File: src/rtl/rewire_xacc_sched.sv
// Round-robin scheduler sharing one XOR-accumulate datapath among N_REQ requesters,
// with per-requester saved contexts and a single registered response slot.
module rewire_xacc_sched #(
  parameter int N_REQ = 4,
  parameter int W     = 1,
  parameter int IDW   = $clog2(N_REQ)
) (
  input  logic               clk,
  input  logic               rst,
  input  logic [N_REQ-1:0]   req_valid,
  input  logic [N_REQ*W-1:0] req_data,
  output logic [N_REQ-1:0]   req_ready,
  input  logic [N_REQ-1:0]   ctx_clr,
  output logic               rsp_valid,
  input  logic               rsp_ready,
  output logic [IDW-1:0]     rsp_id,
  output logic [W-1:0]       rsp_data
);

  typedef enum logic {
    S_EMPTY = 1'b0,
    S_FULL  = 1'b1
  } slot_t;

  slot_t                   slot_r;
  logic [IDW-1:0]          rr_ptr_r;
  logic [N_REQ-1:0][W-1:0] ctx_r;
  logic [IDW-1:0]          rsp_id_r;
  logic [W-1:0]            rsp_data_r;

  logic                    free_s;
  logic                    grant_any_s;
  logic [IDW-1:0]          grant_idx_s;
  logic [N_REQ-1:0]        grant_vec_s;
  logic                    xfer_s;

  // Requester index reached by stepping ofs places past base, wrapping at N_REQ.
  function automatic logic [IDW-1:0] rr_index(input logic [IDW-1:0] base, input int ofs);
    int sum;
    sum = int'(base) + ofs;
    if (sum >= N_REQ) begin
      sum = sum - N_REQ;
    end else begin
      sum = sum;
    end
    return IDW'(sum);
  endfunction

  // Round-robin scan for the first valid requester starting at rr_ptr.
  always_comb begin
    grant_any_s = 1'b0;
    grant_idx_s = '0;
    for (int k = 0; k < N_REQ; k++) begin
      if (!grant_any_s && req_valid[rr_index(rr_ptr_r, k)]) begin
        grant_any_s = 1'b1;
        grant_idx_s = rr_index(rr_ptr_r, k);
      end else begin
        grant_any_s = grant_any_s;
      end
    end
  end

  // The slot can take a new beat when empty or when its current beat leaves this cycle.
  always_comb begin
    free_s      = (slot_r == S_EMPTY) || rsp_ready;
    xfer_s      = 1'b0;
    grant_vec_s = '0;
    if (!rst && free_s && grant_any_s) begin
      xfer_s                   = 1'b1;
      grant_vec_s[grant_idx_s] = 1'b1;
    end else begin
      xfer_s      = 1'b0;
      grant_vec_s = '0;
    end
  end

  assign req_ready = grant_vec_s;
  assign rsp_valid = (slot_r == S_FULL);
  assign rsp_id    = rsp_id_r;
  assign rsp_data  = rsp_data_r;

  // Response slot FSM, response registers and round-robin pointer.
  always_ff @(posedge clk) begin
    if (rst) begin
      slot_r     <= S_EMPTY;
      rr_ptr_r   <= '0;
      rsp_id_r   <= '0;
      rsp_data_r <= '0;
    end else begin
      case (slot_r)
        S_EMPTY: begin
          if (xfer_s) begin
            slot_r <= S_FULL;
          end else begin
            slot_r <= S_EMPTY;
          end
        end
        S_FULL: begin
          if (xfer_s) begin
            slot_r <= S_FULL;
          end else if (rsp_ready) begin
            slot_r <= S_EMPTY;
          end else begin
            slot_r <= S_FULL;
          end
        end
        default: begin
          slot_r <= S_EMPTY;
        end
      endcase
      if (xfer_s) begin
        rsp_data_r <= ctx_r[grant_idx_s];
        rsp_id_r   <= grant_idx_s;
        rr_ptr_r   <= (grant_idx_s == IDW'(N_REQ - 1)) ? '0 : grant_idx_s + IDW'(1);
      end else begin
        rsp_data_r <= rsp_data_r;
        rsp_id_r   <= rsp_id_r;
        rr_ptr_r   <= rr_ptr_r;
      end
    end
  end

  // Context store: a clear wins over a same-cycle accumulate into the same context.
  always_ff @(posedge clk) begin
    if (rst) begin
      ctx_r <= '0;
    end else begin
      for (int i = 0; i < N_REQ; i++) begin
        if (ctx_clr[i]) begin
          ctx_r[i] <= '0;
        end else if (xfer_s && (grant_idx_s == IDW'(i))) begin
          ctx_r[i] <= ctx_r[i] ^ req_data[i*W +: W];
        end else begin
          ctx_r[i] <= ctx_r[i];
        end
      end
    end
  end

endmodule

File: config.mk
export PLATFORM = sky130hd
export DESIGN_NAME = rewire_xacc_sched
export DESIGN_NICKNAME = d
export VERILOG_FILES = /design/src/rtl/rewire_xacc_sched.sv
export SDC_FILE = /design/constraint.sdc
export NUM_CORES = 1
export LEC_CHECK = 0
export CORE_MARGIN = 2
export CORE_UTILIZATION = 40
export CTS_BUF_LIST = sky130_fd_sc_hd__clkbuf_8
export DETAILED_ROUTE_END_ITERATION = 8
export GPL_ROUTABILITY_DRIVEN = 0
export MAX_ROUTING_LAYER = met4
export PLACE_DENSITY = 0.75
export RECOVER_POWER = 50
export SLEW_MARGIN = 20
export SYNTH_ARGS = -nofsm -noshare
export SYNTH_HDL_FRONTEND = slang
export SYNTH_SLANG_ARGS = --single-unit
File: constraint.sdc
create_clock -name clk -period 1.83 [get_ports clk]
set_input_delay 0.366 -clock clk [delete_from_list [all_inputs] [get_ports clk]]
set_output_delay 0.366 -clock clk [all_outputs]
set_load 0.05 [all_outputs]
==> impl_metrics.yaml, run 1 <==
final_layout:
  most-common-layout-cells: "23 x buf_4, 11 x clkdlybuf4s50_1, 8 x dfxtp_1"
  synthToLayoutAreaGrowth_pct: 97.4
  finalNonFillerCells: 139
  final_net_count: 143
  layout_commonest_cell: "buf_4"
  footprint_of_the_multi_input_gates_sq_um: 544
  layout.area.seq_sq_um: 205
  layout.core_utilization_pct: 83.3
  drive_above_1_share_pct: 49.6
  fillCellCount: 93
  antennaDiodeCount: 0
setup_path:
  reg2reg_setup_slack_ns: -0.07
  cp-start-kind: "flip-flop"
  worstPathRequired_ns: 1.46
  slowest_stage_cell_on_the_critical_path: "or3_4"
  critPathKind: "reg2out"
  path_max_fanout: 5
  setup.worst_path.end_class: "primary output"
  critical-path-max-stage-delay_ns: 0.45
  crit_chain: "a21oi_2 -> nor3b_2 -> or3_4 -> inv_6 -> ha_4 -> and2_4 -> buf_8"
  critical-path-top-delay-family: "simple AND/OR/NAND/NOR gates"
  timing.critical_path.arrival_ns: 1.79
  critical_path_buf_inv_count: 2
clock_tree:
  clk_latency_ns: 0.24
  cts_num_sinks: 10
  cts_max_level: 1
  numCtsBuffers: 3
  reg_clk_slew_reported_paths_ns: 0.05
  cts_tree: "built"
  root_buffer: "clkbuf_8"
  hold_buffers: 0
  cts-root-to-sink-buffers: 2
power:
  worst_ir_drop_vdd_uv: 580
  p_leak_nw: 0.529
  power_per_cell_area_nw_per_um2: 840
  design_power_total_mw: 1.05
timing:
  hold_viol_final: 0
  slew_headroom_pct: 59.6
  maxClockFrequency_ghz: 0.464
  worstMarginPinSlew_ns: 0.609
  skew_ns: 0.00759
  fin_crit_ns: 2.15
  grt_setup_unrepaired: "true"
  finalMaxSlewViolations: 0
  period_share_pct: 118
  fin_setup_tns_ns: -1.32
  setup_viol: 6
  finalWorstSetupSlack_ns: -0.325
flow_run:
  max_cap_violations: 0
worst_hold_path:
  hold_class: "reg2reg"
synth:
  synth-compound-area-share_pct: 14.4
  yosys.area.top_type_share_pct: 31.5
  synth-adder-area-share_pct: 7.87
  register_bit_total_from_synthesis: 10
  syn-instance-count: 74
  yosysWarningCount: 0
  multiplexer_share_of_the_synthesized_area_pct: 1.77
  synth.cell_area_sq_um: 636
  synth_simple_gate_area_share_pct: 35.8
  yosys-top-cells-area: "dfxtp_1 31%, ha_1 7.9%, xor2_1 5.5%"
  synth-seq-area-share_pct: 31.5
  yosysTopAreaCell: "dfxtp_1"
  yosys.cell_types.count: 31
  synth.net_count: 93
  synth_top_family_by_area: "simple AND/OR/NAND/NOR gates"
  post_synth_xor_area_fraction_pct: 5.51
  mean_area_per_synthesized_cell_sq_um: 8.59
route:
  drt.antenna.violating_nets: 0
  detail_route.iter0.violations: 18
  drt_pass1_iterations: 4
  vias: 774
  wire_per_inst_microns: 17.3
  drt_drc_violations_left: 0
  vias_per_cell: 5.57
  detail_route.wirelength_mm: 2.40
global_routing:
  grt_pass1_wl_mm: 3.07
  grt_max_degree: 11
  antenna_found_initial: 0
  first_global_vias: 762
  overflow: 0
  globalRouteTotalUtil_pct: 22.8
die:
  dieArea_sq_um: 1920
  floorplan.die.height_microns: 43.9
  fp.dieW_microns: 43.9
  count_of_standard_cell_rows: 14
  io-pin-count: 23
  initial_utilization_pct: 42.2
  fp.coreArea_sq_um: 1510
outcome:
  outcome: "finished, violations left"
  violated_checks: "negative setup slack"
place:
  placedCellCount: 127
  io_buffer_count: 22
  hpwlAfterDp_mm: 1.33
synth_stat cells:
master	n
nand3_1	5
nor2b_1	2
and2_1	4
nor3b_2	1
nor3_1	5
mux2_1	1
a22oi_1	1
and4b_1	1
a311o_1	1
xor2_1	4
o31ai_1	1
a21o_1	2
nor2_2	1
nor2_1	2
nor4_1	2
buf_2	1
dfxtp_1	10
o21ai_0	3
inv_1	2
o21ba_2	1
nand2_2	1
a31oi_1	1
a21oi_1	4
nand2_1	1
or3_1	1
ha_1	4
nor3b_1	4
clkbuf_1	2
nand4b_1	1
or4_4	1
nand2b_1	4
routing by layer:
| metal | track usage (%) | share of wire (%) |
|---|---|---|
| met5 | - | 0 |
| met4 | 10.3 | 1.6 |
| met3 | 8.75 | 6.0 |
| met2 | 37.1 | 49 |
| met1 | 24.4 | 43 |
flip-flops by register name, indices dropped and copies added (netlist names):
signal     count
rsp_data       1
rr_ptr_r       2
ctx_r          4
rsp_valid      1
rsp_id         2
cell type report:
cell class                      instances  share of cell area, %
Tap cell                               16                   1.60
Timing Repair Buffer                   48                   33.1
Sequential cell                        10                   16.4
Multi-Input combinational cell         59                   43.4
Inverter                                2                   1.20
Clock buffer                            4                   4.39
tightest hold or removal path, delay by kind of cell, from the launching register on:
family,cells,cell delay [ns]
DFF,1,0.31
AOI/OAI and AO/OA,1,0.06
and+or+nand+nor,1,0.09
logic make-up after synthesis:
kind of cell    count (synthesis)
buf+inv                         5
flops                          10
xor+xnor                        4
compound gates                 14
simple gates                   36
mux                             1
fa+ha+maj                       4
where the power goes:
| part | leakage, nW | switching [mW] | internal (mW) |
|---|---|---|---|
| clock network | 0.0288 | 0.101 | 0.190 |
| logic | 0.417 | 0.252 | 0.252 |
| registers | 0.0828 | 0.0186 | 0.240 |
| total | 0.529 | 0.372 | 0.682 |
stage by stage:
| stage | instance area (sq um) | hold slack, ns | worst slack, ns |
|---|---|---|---|
| final | 1250 | 0.510 | -0.325 |
| after global routing | 1250 | 0.551 | -0.377 |
| after CTS | 1190 | 0.517 | -0.320 |
| after detailed placement | 1060 | 0.508 | -0.719 |
| after global placement | 1060 | 0.487 | -0.691 |
| after floorplan | 694 | 0.443 | -0.0228 |
worst paths after layout:
check                                               from                    end  cells past startpoint
worst min-delay path                rsp_valid$_SDFF_PP0_   rsp_valid$_SDFF_PP0_                      2
worst min register to register      rsp_valid$_SDFF_PP0_   rsp_valid$_SDFF_PP0_                      2
worst max register to register  rr_ptr_r[0]$_SDFFE_PP0P_  rsp_data$_SDFFE_PP0P_                      7
worst max-delay path            rr_ptr_r[1]$_SDFFE_PP0P_           req_ready[2]                      7
timing repair:
item,4_1_cts,5_1_grt
endpoints found under the setup margin,11,8
buffers inserted,5,3
hold endpoints to repair,0,0
pin swaps,5,5
gates resized for setup,26,12
Note: power is estimated with default switching activity, not from simulation.
==> run 2: changes to the inputs <==
Settings changed: CAP_MARGIN set to 10.
==> results of run 2 <==
Same layout as run 1: the final DEF is identical, and so are final timing and power.
==> run 3: changes to the inputs <==
Settings changed: CORE_MARGIN 2 to not set.
==> run 3 against run 2 <==
The flow still finishes with violations (negative setup slack). Final area fell by 2.7%. Critical path depth did not move. Core utilization fell by 1.3 points. Global-route usage rose by 4.3 points. Die area fell by 8.9%. Hold slack got worse by 0.0030 ns. Combinational power fell by 6.0%. Routed wire length fell by 8.2%. Non-clock buffer count fell by 1. Via count fell by 1.8%. Clock power barely moved. Critical path type unchanged.
==> impl_metrics.yaml, run 3 (synthesis results as in run 1) <==
outcome:
  outcome: "finished, violations left"
  violated_checks: "negative setup slack"
worst_hold_path:
  hold_class: "reg2reg"
final_layout:
  most-common-layout-cells: "25 x buf_4, 10 x clkdlybuf4s50_1, 8 x dfxtp_1"
  final_net_count: 142
  finalNonFillerCells: 138
  antennaDiodeCount: 0
  layout_commonest_cell: "buf_4"
  largest_register_ff_count: 4
  top_register: "ctx_r"
  synthToLayoutAreaGrowth_pct: 92.1
  drive_above_1_share_pct: 48.4
  layout.core_utilization_pct: 82.0
  fillCellCount: 97
clock_tree:
  reg_clk_slew_reported_paths_ns: 0.05
  cts-root-to-sink-buffers: 2
  cts_tree: "built"
  cts_max_level: 1
  cts_num_sinks: 10
  clk_latency_ns: 0.24
  root_buffer: "clkbuf_8"
  numCtsBuffers: 3
global_routing:
  first_global_vias: 801
  grt_pass1_wl_mm: 3.50
  grt_max_degree: 11
  globalRouteTotalUtil_pct: 27.1
  overflow: 0
  antenna_found_initial: 0
die:
  fp.dieW_microns: 41.9
  initial_utilization_pct: 42.7
  floorplan.die.height_microns: 41.9
  count_of_standard_cell_rows: 14
  io-pin-count: 23
  fp.coreArea_sq_um: 1490
  dieArea_sq_um: 1750
setup_path:
  critPathKind: "reg2out"
  setup.worst_path.end_class: "primary output"
  cp-start-kind: "flip-flop"
  path_max_fanout: 5
  timing.critical_path.arrival_ns: 1.77
  worstPathRequired_ns: 1.46
place:
  placedCellCount: 128
  io_buffer_count: 22
  hpwlAfterDp_mm: 1.32
power:
  switching_share_pct: 34.8
  clock_power_share_pct: 28.3
  power.share.combinational_pct: 46.1
  worst_ir_drop_vdd_uv: 553
  power.share.sequential_pct: 25.6
  net-switching-power_mw: 0.358
  internal-power_mw: 0.670
  power_per_cell_area_nw_per_um2: 842
  design_power_total_mw: 1.03
  p_leak_nw: 0.521
timing:
  skew_ns: 0.000388
  hold_viol_final: 0
  fin_crit_ns: 2.13
  grt_setup_unrepaired: "true"
  finalWorstSetupSlack_ns: -0.302
  worstMarginPinSlew_ns: 0.589
  period_share_pct: 117
  slew_headroom_pct: 60.9
  finalMaxSlewViolations: 0
  maxClockFrequency_ghz: 0.469
  setup_viol: 5
  whs_ns: 0.507
route:
  detail_route.wirelength_mm: 2.20
  vias_per_cell: 5.51
  detail_route.iter0.violations: 14
  vias: 760
  drt.antenna.violating_nets: 0
  drt_drc_violations_left: 0
  drt_pass1_iterations: 4
  wire_per_inst_microns: 16.0
flow_run:
  max_cap_violations: 0
## run 3: repair_timing
action	CTS	global route
gates cloned	0	0
resized for setup	29	10
buffers inserted	4	3
pin swaps	5	7
hold buffers	0	0
setup endpoints to repair	13	7
## run 3: metal layers
metal / part of all wire, % / global-route usage, %
met4: 0.68 / 14.8
met3: 5.7 / 5.65
met1: 41 / 30.2
met5: 0 / -
met2: 53 / 45.0
## run 3: power groups by stage
stage	Sequential, mW	Combinational (mW)	Clock, mW
2_1_floorplan	0.283	0.206	0
3_3_place_gp	0.257	0.382	0
3_5_place_dp	0.259	0.392	0
4_1_cts	0.259	0.454	0.290
5_1_grt	0.267	0.504	0.300
6_report	0.263	0.474	0.291
## run 3: stage by stage
step | worst slack, ns | area [sq um] | setup TNS, ns
after floorplan | -0.0228 | 694 | -0.0484
after global placement | -0.694 | 1070 | -6.06
after detailed placement | -0.708 | 1070 | -6.25
after CTS | -0.305 | 1200 | -1.35
after global routing | -0.342 | 1220 | -1.49
final | -0.302 | 1220 | -1.30
## run 3: worst max-delay path, stage by stage (launching register included)
cell and delay [ns]:
dfxtp_4 0.37, a21oi_4 0.13, nor3b_2 0.07, or3_4 0.44
inv_6 0.10, ha_4 0.13, and2_4 0.14, buf_12 0.13
## run 3: area by class of cell
type                            count  area, sq um  area share, %
Multi-Input combinational cell     59          526           43.0
Timing Repair Buffer               47          398           32.6
Sequential cell                    10          208           17.0
Tap cell                           16         20.0           1.64
Inverter                            2         15.0           1.23
Clock buffer                        4         55.1           4.51
## run 3: worst paths after layout
| check | slack (ns) | end | from | cells after the start |
|---|---|---|---|---|
| hold reg to reg | 0.51 | rsp_valid$_SDFF_PP0_ | rsp_valid$_SDFF_PP0_ | 2 |
| setup / recovery | -0.30 | req_ready[3] | rr_ptr_r[1]$_SDFFE_PP0P_ | 7 |
| hold / removal | 0.51 | rsp_valid$_SDFF_PP0_ | rsp_valid$_SDFF_PP0_ | 2 |
| setup reg to reg | -0.12 | rsp_data$_SDFFE_PP0P_ | rr_ptr_r[1]$_SDFFE_PP0P_ | 6 |
